<file path="config.mk">
export PLATFORM = sky130hd
export DESIGN_NAME = sqrt_remainder_check_flat
export DESIGN_NICKNAME = d
export VERILOG_FILES = /design/src/rtl/sqrt_remainder_check_if.sv /design/src/rtl/sqrt_remainder_check.sv /design/src/flat_wrapper.sv
export SDC_FILE = /design/constraint.sdc
export NUM_CORES = 1
export LEC_CHECK = 0
export CORE_MARGIN = 10
export CORE_UTILIZATION = 58
export DETAILED_ROUTE_END_ITERATION = 8
export PLACE_DENSITY = 0.8
export SYNTH_ARGS = -nofsm -noshare
export SYNTH_HDL_FRONTEND = slang
export SYNTH_SLANG_ARGS = --single-unit
</file>
<file path="constraint.sdc">
create_clock -name clk -period 3.9 [get_ports clk]
set_input_delay 0.78 -clock clk [delete_from_list [all_inputs] [get_ports clk]]
set_output_delay 0.78 -clock clk [all_outputs]
set_load 0.05 [all_outputs]
</file>
<file path="src/rtl/sqrt_remainder_check_if.sv">
// Purpose : handshake bundle between a floor-square-root stage, the remainder checker and its consumer.
// Latency : n/a (wires only).
// Backpressure: in_valid/in_ready on the request side, out_valid/out_ready on the result side.
// Ports   : in_valid/in_ready/num/root (request), out_valid/out_ready/rem/exact/err (result).
interface sqrt_remainder_check_if #(
  parameter int NUM_W  = 10,
  parameter int ROOT_W = NUM_W / 2
);
  logic              in_valid;
  logic              in_ready;
  logic [NUM_W-1:0]  num;
  logic [ROOT_W-1:0] root;
  logic              out_valid;
  logic              out_ready;
  logic [ROOT_W:0]   rem;
  logic              exact;
  logic              err;

  // master: the producer of pairs and consumer of results.
  modport master (
    output in_valid, num, root, out_ready,
    input  in_ready, out_valid, rem, exact, err
  );

  // slave: the checker itself.
  modport slave (
    input  in_valid, num, root, out_ready,
    output in_ready, out_valid, rem, exact, err
  );
endinterface

</file>
<file path="src/rtl/sqrt_remainder_check.sv">
// Purpose : verifies a claimed root=floor(sqrt(num)) and reports rem=num-root^2, exact and err.
// Latency : fixed; out_valid rises ROOT_W+1 cycles after the acceptance edge.
// Backpressure: one pair in flight; in_ready only in IDLE, result held in DONE until out_ready.
// Ports   : clk, rst (async active-low), bus (slave modport: request pair in, result out).
module sqrt_remainder_check #(
  parameter int NUM_W  = 10,
  parameter int ROOT_W = NUM_W / 2
) (
  input logic                   clk,
  input logic                   rst,
  sqrt_remainder_check_if.slave bus
);

  if ((NUM_W % 2) != 0 || NUM_W < 4 || ROOT_W != NUM_W / 2) begin : g_param_check
    $error("sqrt_remainder_check: NUM_W must be even and >= 4, ROOT_W must be NUM_W/2");
  end

  localparam int CNT_W = (ROOT_W > 1) ? $clog2(ROOT_W) : 1;
  localparam logic [CNT_W-1:0] CNT_LAST = CNT_W'(ROOT_W - 1);

  typedef enum logic [1:0] {
    IDLE  = 2'd0,
    MUL   = 2'd1,
    CHECK = 2'd2,
    DONE  = 2'd3
  } state_t;

  state_t state_q, state_d;

  logic [NUM_W-1:0]  num_q;
  logic [ROOT_W-1:0] root_q;
  logic [NUM_W-1:0]  mcand_q;   // root shifted left once per MUL cycle
  logic [ROOT_W-1:0] mplier_q;  // root shifted right; bit 0 selects the add
  logic [NUM_W-1:0]  acc_q;     // running root*root, never exceeds (2^ROOT_W-1)^2
  logic [CNT_W-1:0]  cnt_q;
  logic [ROOT_W:0]   rem_q;
  logic              exact_q;
  logic              err_q;

  logic              in_ready;
  logic              out_valid;
  logic              mul_last;

  // CHECK-stage arithmetic. The extra top bit of diff is the sign, so a
  // claimed root that is too large shows up as a negative difference.
  logic [NUM_W:0]    diff;
  logic [ROOT_W:0]   twice_root;
  logic              too_big;
  logic              chk_err;

  assign mul_last   = (cnt_q == CNT_LAST);
  assign diff       = {1'b0, num_q} - {1'b0, acc_q};
  assign twice_root = {root_q, 1'b0};
  assign too_big    = diff[NUM_W-1:0] > {{(NUM_W-ROOT_W-1){1'b0}}, twice_root};
  assign chk_err    = diff[NUM_W] | too_big;

  always_ff @(posedge clk or negedge rst) begin
    if (!rst) begin
      state_q <= IDLE;
    end else begin
      state_q <= state_d;
    end
  end

  always_comb begin
    state_d   = state_q;
    in_ready  = 1'b0;
    out_valid = 1'b0;
    case (state_q)
      IDLE: begin
        in_ready = 1'b1;
        if (bus.in_valid) state_d = MUL;
      end
      MUL: begin
        if (mul_last) state_d = CHECK;
      end
      CHECK: begin
        state_d = DONE;
      end
      DONE: begin
        out_valid = 1'b1;
        if (bus.out_ready) state_d = IDLE;
      end
      default: state_d = IDLE;
    endcase
  end

  always_ff @(posedge clk or negedge rst) begin
    if (!rst) begin
      num_q    <= '0;
      root_q   <= '0;
      mcand_q  <= '0;
      mplier_q <= '0;
      acc_q    <= '0;
      cnt_q    <= '0;
      rem_q    <= '0;
      exact_q  <= 1'b0;
      err_q    <= 1'b0;
    end else begin
      case (state_q)
        IDLE: begin
          if (bus.in_valid) begin
            num_q    <= bus.num;
            root_q   <= bus.root;
            mcand_q  <= {{(NUM_W-ROOT_W){1'b0}}, bus.root};
            mplier_q <= bus.root;
            acc_q    <= '0;
            cnt_q    <= '0;
          end
        end
        MUL: begin
          if (mplier_q[0]) acc_q <= acc_q + mcand_q;
          mcand_q  <= mcand_q << 1;
          mplier_q <= mplier_q >> 1;
          cnt_q    <= cnt_q + 1'b1;
        end
        CHECK: begin
          // With no error, 0 <= diff <= 2*root, so it fits ROOT_W+1 bits.
          err_q   <= chk_err;
          rem_q   <= chk_err ? '0 : diff[ROOT_W:0];
          exact_q <= ~chk_err & (diff == '0);
        end
        default: ;
      endcase
    end
  end

  assign bus.in_ready  = in_ready;
  assign bus.out_valid = out_valid;
  assign bus.rem       = rem_q;
  assign bus.exact     = exact_q;
  assign bus.err       = err_q;

endmodule

</file>
<file path="src/flat_wrapper.sv">
// flat-port wrapper written by rule: the top's interface ports become plain ports
module sqrt_remainder_check_flat 
#(
  parameter int NUM_W  = 10,
  parameter int ROOT_W = NUM_W / 2
)
  (clk, rst, bus_in_valid, bus_num, bus_root, bus_out_ready, bus_in_ready, bus_out_valid, bus_rem, bus_exact, bus_err);
  sqrt_remainder_check_if #(.NUM_W(NUM_W), .ROOT_W(ROOT_W)) bus_i ();
  input logic clk;
  input logic rst;
  input wire logic [$bits(bus_i.in_valid)-1:0] bus_in_valid;
  input wire logic [$bits(bus_i.num)-1:0] bus_num;
  input wire logic [$bits(bus_i.root)-1:0] bus_root;
  input wire logic [$bits(bus_i.out_ready)-1:0] bus_out_ready;
  output wire logic [$bits(bus_i.in_ready)-1:0] bus_in_ready;
  output wire logic [$bits(bus_i.out_valid)-1:0] bus_out_valid;
  output wire logic [$bits(bus_i.rem)-1:0] bus_rem;
  output wire logic [$bits(bus_i.exact)-1:0] bus_exact;
  output wire logic [$bits(bus_i.err)-1:0] bus_err;
  assign bus_i.in_valid = bus_in_valid;
  assign bus_i.num = bus_num;
  assign bus_i.root = bus_root;
  assign bus_i.out_ready = bus_out_ready;
  assign bus_in_ready = bus_i.in_ready;
  assign bus_out_valid = bus_i.out_valid;
  assign bus_rem = bus_i.rem;
  assign bus_exact = bus_i.exact;
  assign bus_err = bus_i.err;
  sqrt_remainder_check #(.NUM_W(NUM_W), .ROOT_W(ROOT_W)) u_core (.clk(clk), .rst(rst), .bus(bus_i));
endmodule
</file>
# --- Word-level counts from Yosys, hierarchy flattened ---
# Cells that the tools add are included.
word_totals:
  mem_bits_ro: 0
  ramBits: 0
  latchBits: 0
  register_bits: 53
  memories: 0
classes:
  order_cmp: 1
  div_mod_pow: 0
  eq_ne: 8
  muxes: 16
  shifts: 0
  mul: 0
  n_bitwise: 3
  add_sub_neg: 3
  n_reduce_logical: 7
ops:
  columns: ["operator", "n"]
  rows:
  - ["10-bit case mux with 2 select lines", 2]
  - ["10-bit 2-to-1 mux", 3]
  - ["11-bit logical NOT", 1]
  - ["10-bit by 10-bit subtractor with 11-bit output", 1]
  - ["10-bit adder", 1]
  - ["10-bit by 6-bit greater-than comparator with 1-bit output", 1]
  - ["5-bit case mux with 2 select lines", 1]
  - ["2-bit case mux with 4 select lines", 1]
  - ["2-bit 2-to-1 mux", 3]
  - ["6-bit 2-to-1 mux", 1]
  - ["3-bit case mux with 2 select lines", 1]
  - ["3-bit AND reduction", 2]
  - ["5-bit 2-to-1 mux", 1]
  - ["2-bit == test (second input constant)", 2]
  - ["2-bit by 1-bit inequality test with 1-bit output (second input constant)", 2]
  - ["2-bit inequality test (second input constant)", 2]
  - ["2-bit AND reduction", 2]
  - ["3-bit by 1-bit adder with 3-bit output (second input constant)", 1]
  - ["3-bit == test (second input constant)", 1]
  - ["3-bit 2-to-1 mux", 1]
  - ["2-bit by 1-bit == test with 1-bit output (second input constant)", 1]
  - ["2-bit logical NOT", 1]
  - ["1-bit 2-to-1 mux", 2]
  - ["2-bit nonzero test", 1]
  - ["other kinds (3)", 3]

# --- Longest topological paths before layout ---
# Gate-level depths: netlist of run 1.
depth:
  word_depth: 5
  ltp_mapped: 14

# --- Worst setup path before layout of run 1 ---
# OpenSTA, ideal clock, no wires.
synth_path:
  path_type: "register -> register"
  startpoint: "register u_core.num_q[0]"
  endpoint: "register u_core.err_q, in the netlist u_core.bus.err"
  arrival_time_ns: 3.194
  path_buffers: 0
  required_time_ns: 3.781
  synth_period_minus_slack_ns: 3.313
  path_stages_with_launch: 14
  setup_time_ns: 0.119
  slack_ns: 0.587
  path_cell_list: "dfrtp_1 inv_1 ha_1 inv_1 fa_1 a21o_1 a21oi_1 xnor2_1 ha_1 a211oi_1 a21oi_4 or4_1 a211o_4 o21a_1"
synth_via:
  elab_chain_len: 3
synth_rtl:
  columns: ["item", "line", "text"]
  rows:
  - ["from (decl)", "sqrt_remainder_check.sv:30", "logic [NUM_W-1:0] num_q;"]
  - ["from (signal assigned)", "sqrt_remainder_check.sv:103", "num_q <= bus.num;"]
  - ["10-bit by 10-bit subtractor with 11-bit output *", "sqrt_remainder_check.sv:52", "assign diff = {1'b0, num_q} - {1'b0, acc_q};"]
  - ["10-bit by 6-bit greater-than comparator with 1-bit output", "sqrt_remainder_check.sv:54", "assign too_big = diff[NUM_W-1:0] > {{(NUM_W-ROOT_W-1){1'b0}}, twice_root};"]
  - ["1-bit bitwise OR *", "sqrt_remainder_check.sv:55", "assign chk_err = diff[NUM_W] | too_big;"]
  - ["to (signal assigned)", "sqrt_remainder_check.sv:119", "err_q <= chk_err;"]
  - ["to (decl)", "sqrt_remainder_check.sv:38", "logic err_q;"]
# Every way passes the cells marked *; elsewhere a longest branch is shown, timed or not.
# A chain may end at the register's enable or synchronous reset.

# --- Worst setup path after layout of run 1 ---
layout_path:
  startpoint: "register u_core.acc_q[1]"
  endpoint: "register u_core.err_q, in the netlist u_core.bus.err"
layout_via:
  elab_chain_len: 3
layout_rtl:
  columns: ["item", "line", "text"]
  rows:
  - ["from (decl)", "sqrt_remainder_check.sv:34", "logic [NUM_W-1:0] acc_q;"]
  - ["from (signal assigned)", "sqrt_remainder_check.sv:112", "if (mplier_q[0]) acc_q <= acc_q + mcand_q;"]
  - ["10-bit by 10-bit subtractor with 11-bit output *", "sqrt_remainder_check.sv:52", null]
  - ["10-bit by 6-bit greater-than comparator with 1-bit output", "sqrt_remainder_check.sv:54", null]
  - ["1-bit bitwise OR *", "sqrt_remainder_check.sv:55", null]
# Marked as above.

==> results of run 1 <==
[cells by family after synthesis]
logic type,Yosys count
fa+ha+maj,32
compound gates,112
xor+xnor,10
mux,4
flops,53
buf+inv,49
simple gates,95
[layout make-up]
cell class / count / share of cell area, %
inverter: 41 / 4.13
clock inverter: 2 / 0.369
sequential: 53 / 35.6
clock buffer: 6 / 1.95
multi-input combinational: 253 / 47.6
tap: 72 / 2.42
timing repair buffer: 31 / 7.99
[routing by layer]
metal  global-route usage (%)  vias to the layer above
li1                         -                     1328
met1                     20.5                     1283
met2                     27.0                       63
met3                     3.46                       13
met4                     5.86                        0
met5                        0                        -
[through the flow]
step,area [sq um],power [mW]
2_1_floorplan,3290,2.67
3_3_place_gp,3640,3.12
3_5_place_dp,3640,3.20
4_1_cts,3730,3.53
5_1_grt,3730,3.83
6_report,3730,3.53
[layout by cell type, fill, tap and decap left out, types with 6 or more instances in the layout]
master	n
sky130_fd_sc_hd__a211oi_1	6
sky130_fd_sc_hd__a21o_1	9
sky130_fd_sc_hd__a21oi_1	16
sky130_fd_sc_hd__a22o_1	10
sky130_fd_sc_hd__clkdlybuf4s50_1	27
sky130_fd_sc_hd__dfrtp_1	53
sky130_fd_sc_hd__ha_1	30
sky130_fd_sc_hd__inv_1	39
sky130_fd_sc_hd__nand2_1	52
sky130_fd_sc_hd__nand3_1	6
sky130_fd_sc_hd__nor2_1	12
sky130_fd_sc_hd__o21ai_0	26
sky130_fd_sc_hd__o22ai_1	17
sky130_fd_sc_hd__o22ai_2	7
sky130_fd_sc_hd__xnor2_1	9
[worst max-delay path: cells and delay by family (launching register included)]
family | cells | cell delay (ns)
xor+xnor | 1 | 0.18
simple gates | 1 | 0.52
flops | 1 | 0.45
fa+ha+maj | 2 | 0.77
compound gates | 6 | 1.38
buf+inv | 1 | 0.11
[state kept, by name, summed over array words and instances, names as in the netlist]
signal / flops
u_core.acc_q: 10
u_core.bus.err: 1
u_core.bus.exact: 1
u_core.bus.rem: 6
u_core.cnt_q: 3
u_core.mcand_q: 10
u_core.mplier_q: 5
u_core.num_q: 10
u_core.root_q: 5
u_core.state_q: 2
[power by group through the flow]
stage          combinational [mW]  clock [mW]  sequential (mW)
6_report                     2.28       0.315            0.938
5_1_grt                      2.53       0.336            0.964
4_1_cts                      2.27       0.317            0.936
3_5_place_dp                 2.25           0            0.948
3_3_place_gp                 2.18           0            0.936
2_1_floorplan                1.71           0            0.958
[how the worst max path moves through the flow]
stage	from	endpoint	slack [ns]
after CTS	u_core.acc_q[1]	u_core.bus.err	0.35
after global routing	u_core.acc_q[1]	u_core.bus.err	0.16
after global placement	u_core.num_q[0]	u_core.bus.err	0.49
final	u_core.acc_q[1]	u_core.bus.err	0.38
after detailed placement	u_core.num_q[0]	u_core.bus.err	0.39
after floorplan	u_core.num_q[0]	u_core.bus.err	0.59
==> metrics list, run 1 <==
- In the final routing, the length of wire on met1 measures 3.28 mm.
* Number of primary I/O pins: 29
- For this design the ratio of total power to cell area is 948 nW/um^2.
* Count of placed standard cells including taps: 450
- Via count: 2687
* Terminus of the critical flop-to-flop path: u_core.bus.err
- The clock network is responsible for 8.9% of the overall power.
* Number of distinct library cells after synthesis: 53
* Synth-to-layout area growth: 13.4%
* Post-synthesis instance area: 3290 sq um
- Number of iterations in the first detailed-routing pass: 4
- Registers take 1330 sq um.
* Number of gates given a new drive strength after cts: 0
* Final worst clock skew: 0.0172 ns
* WL per Instance: 16.0 um
- The worst register-to-register path begins at u_core.acc_q[1].
- The signal on the critical path passes through inv_1 -> fa_1 -> a21o_1 -> a21oi_1 -> xnor2_1 -> ha_1 -> a211oi_1 -> a21oi_4 -> or4_1 -> a211o_4 -> o21a_1.
- After technology mapping, the gate count stands at 355.
- Avg Synthesized Cell Area: 9.26 sq um
- Metal3 WL: 395 um
- Final critical-path required period: 3.52 ns
- Worst setup SP type: flop
- The initial utilization of the core area, before any placement, comes to 59.7%.
- The largest individual stage delay along the critical path comes from the cell sky130_fd_sc_hd__or4_1.
- STA classifies the critical path endpoint as a flop.
* Final total negative setup slack: 0 ns
* Y dimension of the die: 95.3 um
* Gr ovfl total: 0
- Once detail routing completed, the nets flagged for antenna violations numbered 0.
- Worst IR Drop VDD: 0.502 mV
* Cell Rows: 27
* Switching power share of the total: 48.5%
- Post-Synth Adder-Cell Area: 12.6%
- The count of buffers added on input and output ports is 28.
- In this run the power spent charging and discharging nets is 1.71 mW.
- Highest routed layer: met4
* Share of synthesized registers carrying an async set or reset: 100%
* Period utilization: 90.2%
- In this run the worst path has a maximum fanout of 8.
- The congestion estimate from routability-driven global placement came to 0.922.
* Final Core Density: 67.7%
* CTS max path bufs: 2
- Met2 Routed Length: 3.55 mm
- Seq/Total Area, Yosys: 40.3%
* Post-synth net total: 406
- Area share of and/or/nand/nor cells after synthesis: 13.3%
- Clock tree from TritonCTS: yes
- The largest single stage delay on the critical path is 0.52 ns.
- The post-route netlist has 6.74% of its cells at a drive strength greater than 1.
- Sinks on Clock Net: 53
* Non-filler instance count after layout: 458
- Setup repair after global routing left no endpoint under its margin.
- Derived from the worst setup path, the maximum achievable clock frequency is 284 MHz.
- Width of the die: 95.3 um
- The final count of hold timing violations came to 0.
* Number of design rule violations left after detail routing: 0
* Number of buffers inserted during clock tree synthesis: 5
* Largest cells by area after synthesis: sky130_fd_sc_hd__dfrtp_1 40%, sky130_fd_sc_hd__ha_1 11%, sky130_fd_sc_hd__nand2_1 5.9%
* Area occupied by multi-input gates: 1770 sq um
- After synthesis the netlist holds a flip-flop and latch count of 53.
- sky130_fd_sc_hd__dfrtp_1 is the most common cell in the netlist.
- Final-layout worst hold slack: 0.490 ns
- Detailed placement HPWL: 5.51 mm
* Global-route wire length before repair: 11.9 mm
- Largest net degree at the start of global routing: 31
- The most used flip-flop cell after synthesis is sky130_fd_sc_hd__dfrtp_1.
* Result of the run: complete, no violations
- Summed over all instances, the cell type with the most area after synthesis is sky130_fd_sc_hd__dfrtp_1.
* Clock transition time at the flip-flop clock pins of the worst setup and hold paths: 0.10 ns
- Multiplexer cells account for 1.26% of the synthesized area.
* Class of the tightest hold or removal check: in2async
- Main combinational cell family by area after synthesis: compound AO/OA/AOI/OAI gates
* Total inserted antenna cells: 0
- The number of global-route vias before repair came to 2558.
- In this run, synthesis inferred 0 flip-flops with an integrated enable.
- Crit path arrival time: 3.74 ns
- Share of power burned in combinational logic: 64.5%
* Combined global-route utilization of all metal layers: 16.3%
- Area share of xor/xnor cells in the synthesized design: 2.66%
- In this run the register-to-register setup slack is 0.38 ns.
- Setup violations remaining at the end of the flow were counted as 0.
* Core Footprint: 5510 sq um
* Synth Area in Compound Gates: 24.1%
- Count of nets after finishing: 436
- During synthesis, Yosys emitted a total of 0 warnings.
* Clock tree root driver cell: sky130_fd_sc_hd__clkbuf_8
- Detailed router's first-iteration violation count: 118
- Initial antenna violation count: 0
- Fraction of power consumed by sequential logic: 26.5%
- Worst slack at placement: 0.394 ns
- Total of max-cap violations: 0
- Leakage power summed over all cells: 1.75 nW
- Cell depth of the worst flop-to-flop path: 11
- Setup bufs post-CTS: 0
- Fill cells in the final layout number 452.
* Worst Max-Slew Pin Slew: 0.724 ns
* Max H-tree Level: 2
* Relative max-transition margin: 51.6%
- Endpoint required time on the critical path: 4.12 ns
- Smallest setup slack after layout: 0.380 ns
- Class of the most critical setup path: reg2reg
- Max Transition Viols Final: 0
* Final wirelength: 7.34 mm
- The number of hold buffers added after CTS was 0.
* Cell-internal power: 1.82 mW
- Sorting the synthesized cells by how often they occur yields 53 x sky130_fd_sc_hd__dfrtp_1, 52 x sky130_fd_sc_hd__nand2_1, 39 x sky130_fd_sc_hd__inv_1.
* Yosys top cell area share: 40.3%
- In the routed layout, each cell is associated on average with a via count of 5.87.
- Die area: 9080 sq um
- Clock network latency to the later pin of the worst-skew pair: 0.31 ns
No activity file was read; power rests on OpenSTA's default activity.
==> inputs of run 2 (changes only) <==
Settings changed: CORE_MARGIN 10 to unset, CTS_CLUSTER_SIZE set to 20.
==> run 2 against run 1 <==
Compared with the run above: sequential share of layout area about the same; final cell count decreased by 0.22%; critical endpoint unchanged; clock power barely moved; clock skew decreased by 0.0053 ns; sequential power is 0.6% lower; first-iteration DRC count increased by 5.9%; power down 0.40%; critical path type unchanged; wire length fell by 6.9%; fmax shrank 0.29%.
==> metrics list, run 2 (synthesis results as in run 1) <==
- Entering global routing, the biggest net connects 35 pins.
- Hold violation total from the final report: 0
- Global-route wire length before repair: 11.9 mm
- Final critical-path required period: 3.53 ns
* Via density per instance: 5.82
- Count of hold buffers inserted by post-cts repair: 0
- Endpoint required time on the critical path: 4.11 ns
- The H-tree generated during clock tree synthesis spans 2 levels.
* Fraction of final layout cells with drive strength greater than 1: 6.75%
* Total chip power: 3.52 mW
- For this run the aggregate overflow at the end of global routing stands at 0.
- In this run the worst hold path is classified as reg2reg.
* Number of buffers inserted during clock tree synthesis: 5
* Period utilization: 90.5%
- Clock tree from TritonCTS: yes
* Final worst clock skew: 0.0119 ns
- Number of inserted filler cells in the final layout: 451
- Core Footprint: 5470 sq um
- After routing, the total negative slack on setup checks comes to 0 ns.
- After floorplanning, the core was divided into 27 placement rows.
* Finished layout cell area: 3730 sq um
* Most common library cell in the layout ignoring fill and taps: sky130_fd_sc_hd__dfrtp_1
- Total of max-cap violations: 0
* Total inserted antenna cells: 0
- Setup repair after global routing left no endpoint under its margin.
* WL per Instance: 15.0 um
- Leakage power summed over all cells: 1.75 nW
- Post-DRT Antenna Nets: 0
- Along the worst path, the maximum fanout reaches 8.
- The number of gates resized after CTS was 0.
* Final Core Density: 68.2%
- Final wirelength: 6.84 mm
* Combined global-route utilization of all metal layers: 25.2%
- STA classifies the critical path startpoint as a flop.
- 29 I/O pins were placed.
* Crit path arrival time: 3.74 ns
- Once the floorplan was initialized, standard cells occupied 60.1% of the core.
- Result of the run: complete, no violations
* Setup bufs post-CTS: 0
* Die area: 5970 sq um
- Largest registers: u_core.acc_q x10, u_core.mcand_q x10, u_core.num_q x10
- The wire-length estimate of the detail-placed layout is 5.20 mm.
- Summing all multi-input logic gate instances after layout gives 1770 sq um.
- Headroom to the max-slew limit came out at 50.1%.
* Area of all sequential standard cells: 1330 sq um
- Number of global-route vias before repair: 2709
- Sinks on Clock Net: 53
- Port buffering added 28 buffers.
- In this run the power density over the cells is 943 nW/um^2.
- Count of placed standard cells including taps: 450
- Clock network latency to the later pin of the worst-skew pair: 0.31 ns
- Number of design rule violations left after detail routing: 0
- The count of cells in the finished layout, fillers not included, comes to 457.
- Placed cell areas: 3640 sq um
- The first detailed-routing pass ran for 4 iterations.
* Detailed router's first-iteration violation count: 125
- Commonest cells after routing, fill and taps aside: 53 x sky130_fd_sc_hd__dfrtp_1, 52 x sky130_fd_sc_hd__nand2_1, 39 x sky130_fd_sc_hd__inv_1
- Count of nets after finishing: 436
- CTS max path bufs: 2
- The worst setup path is captured at a flop.
- Max Clock Freq: 283 MHz
- From bottom edge to top edge, the die measures 77.3 um.
- Worst IR Drop VDD: 0.541 mV
* Synth-to-layout area growth: 13.5%
* Endpoints failing setup: 0
- The floorplan step set the die width to 77.3 um.
- Via count: 2659
- The tree is rooted in a sky130_fd_sc_hd__clkbuf_8.
* Worst Max-Slew Pin Slew: 0.749 ns
* Initial antenna violation count: 0
* Placer's final routability congestion estimate: 0.900
- Max Transition Viols Final: 0
- Clock transition time at the flip-flop clock pins of the worst setup and hold paths: 0.10 ns
* Class of the most critical setup path: reg2reg
run 2: cell types whose count changed in the layout (fill, tap and decap cells not counted):
cell                         delta
sky130_fd_sc_hd__clkinvlp_4     +1
sky130_fd_sc_hd__inv_6          -1
sky130_fd_sc_hd__clkinv_2       -1
sky130_fd_sc_hd__clkbuf_1       -1
sky130_fd_sc_hd__clkbuf_8       +1
run 2: per-stage QoR:
stage                     setup WS (ns)  hold WS (ns)
after global placement            0.487         0.463
after global routing              0.182         0.518
after CTS                         0.363         0.490
after floorplan                   0.587         0.450
after detailed placement          0.381         0.469
final                             0.370         0.484
run 2: worst paths after layout:
path / from / endpoint / slack (ns) / depth (start not counted)
setup / recovery: u_core.num_q[0] / u_core.bus.err / 0.37 / 13
hold / removal: u_core.bus.err / u_core.bus.err / 0.48 / 1
setup reg to reg: u_core.num_q[0] / u_core.bus.err / 0.37 / 13
hold reg to reg: u_core.bus.err / u_core.bus.err / 0.48 / 1
max in group asynchronous: rst / u_core.acc_q[1] / 2.61 / 2
min in group asynchronous: rst / u_core.num_q[8] / 0.53 / 1
run 2: final cells by class:
class / count / share of cell area (%)
well taps: 72 / 2.41
repair buffers: 31 / 7.98
flip-flops and latches: 53 / 35.5
clock buffers: 6 / 2.21
clock inverters: 1 / 0.201
multi-input cells: 253 / 47.5
inverters: 41 / 4.12
run 2: worst max-delay path, cell delays in order, from the launching register on:
cell and delay (ns):
sky130_fd_sc_hd__dfrtp_1 0.37, sky130_fd_sc_hd__inv_1 0.06, sky130_fd_sc_hd__ha_1 0.15, sky130_fd_sc_hd__inv_1 0.05, sky130_fd_sc_hd__fa_1 0.40, sky130_fd_sc_hd__a21o_1 0.19
sky130_fd_sc_hd__a21oi_1 0.17, sky130_fd_sc_hd__xnor2_1 0.18, sky130_fd_sc_hd__ha_1 0.29, sky130_fd_sc_hd__a211oi_1 0.43, sky130_fd_sc_hd__a21oi_4 0.10, sky130_fd_sc_hd__or4_1 0.53
sky130_fd_sc_hd__a211o_4 0.39, sky130_fd_sc_hd__o21a_1 0.12
run 2: per-layer routing:
layer | up-vias | share of wire [%] | track usage, %
li1 | 1314 | - | -
met1 | 1260 | 45 | 31.6
met2 | 74 | 50 | 42.4
met3 | 11 | 4.4 | 4.88
met4 | 0 | 1.2 | 10.6
met5 | - | 0 | 0
run 2: report_power, final:
group,internal [mW],switching (mW)
clock network,0.141,0.178
registers,0.763,0.169
logic,0.924,1.35
total,1.83,1.69
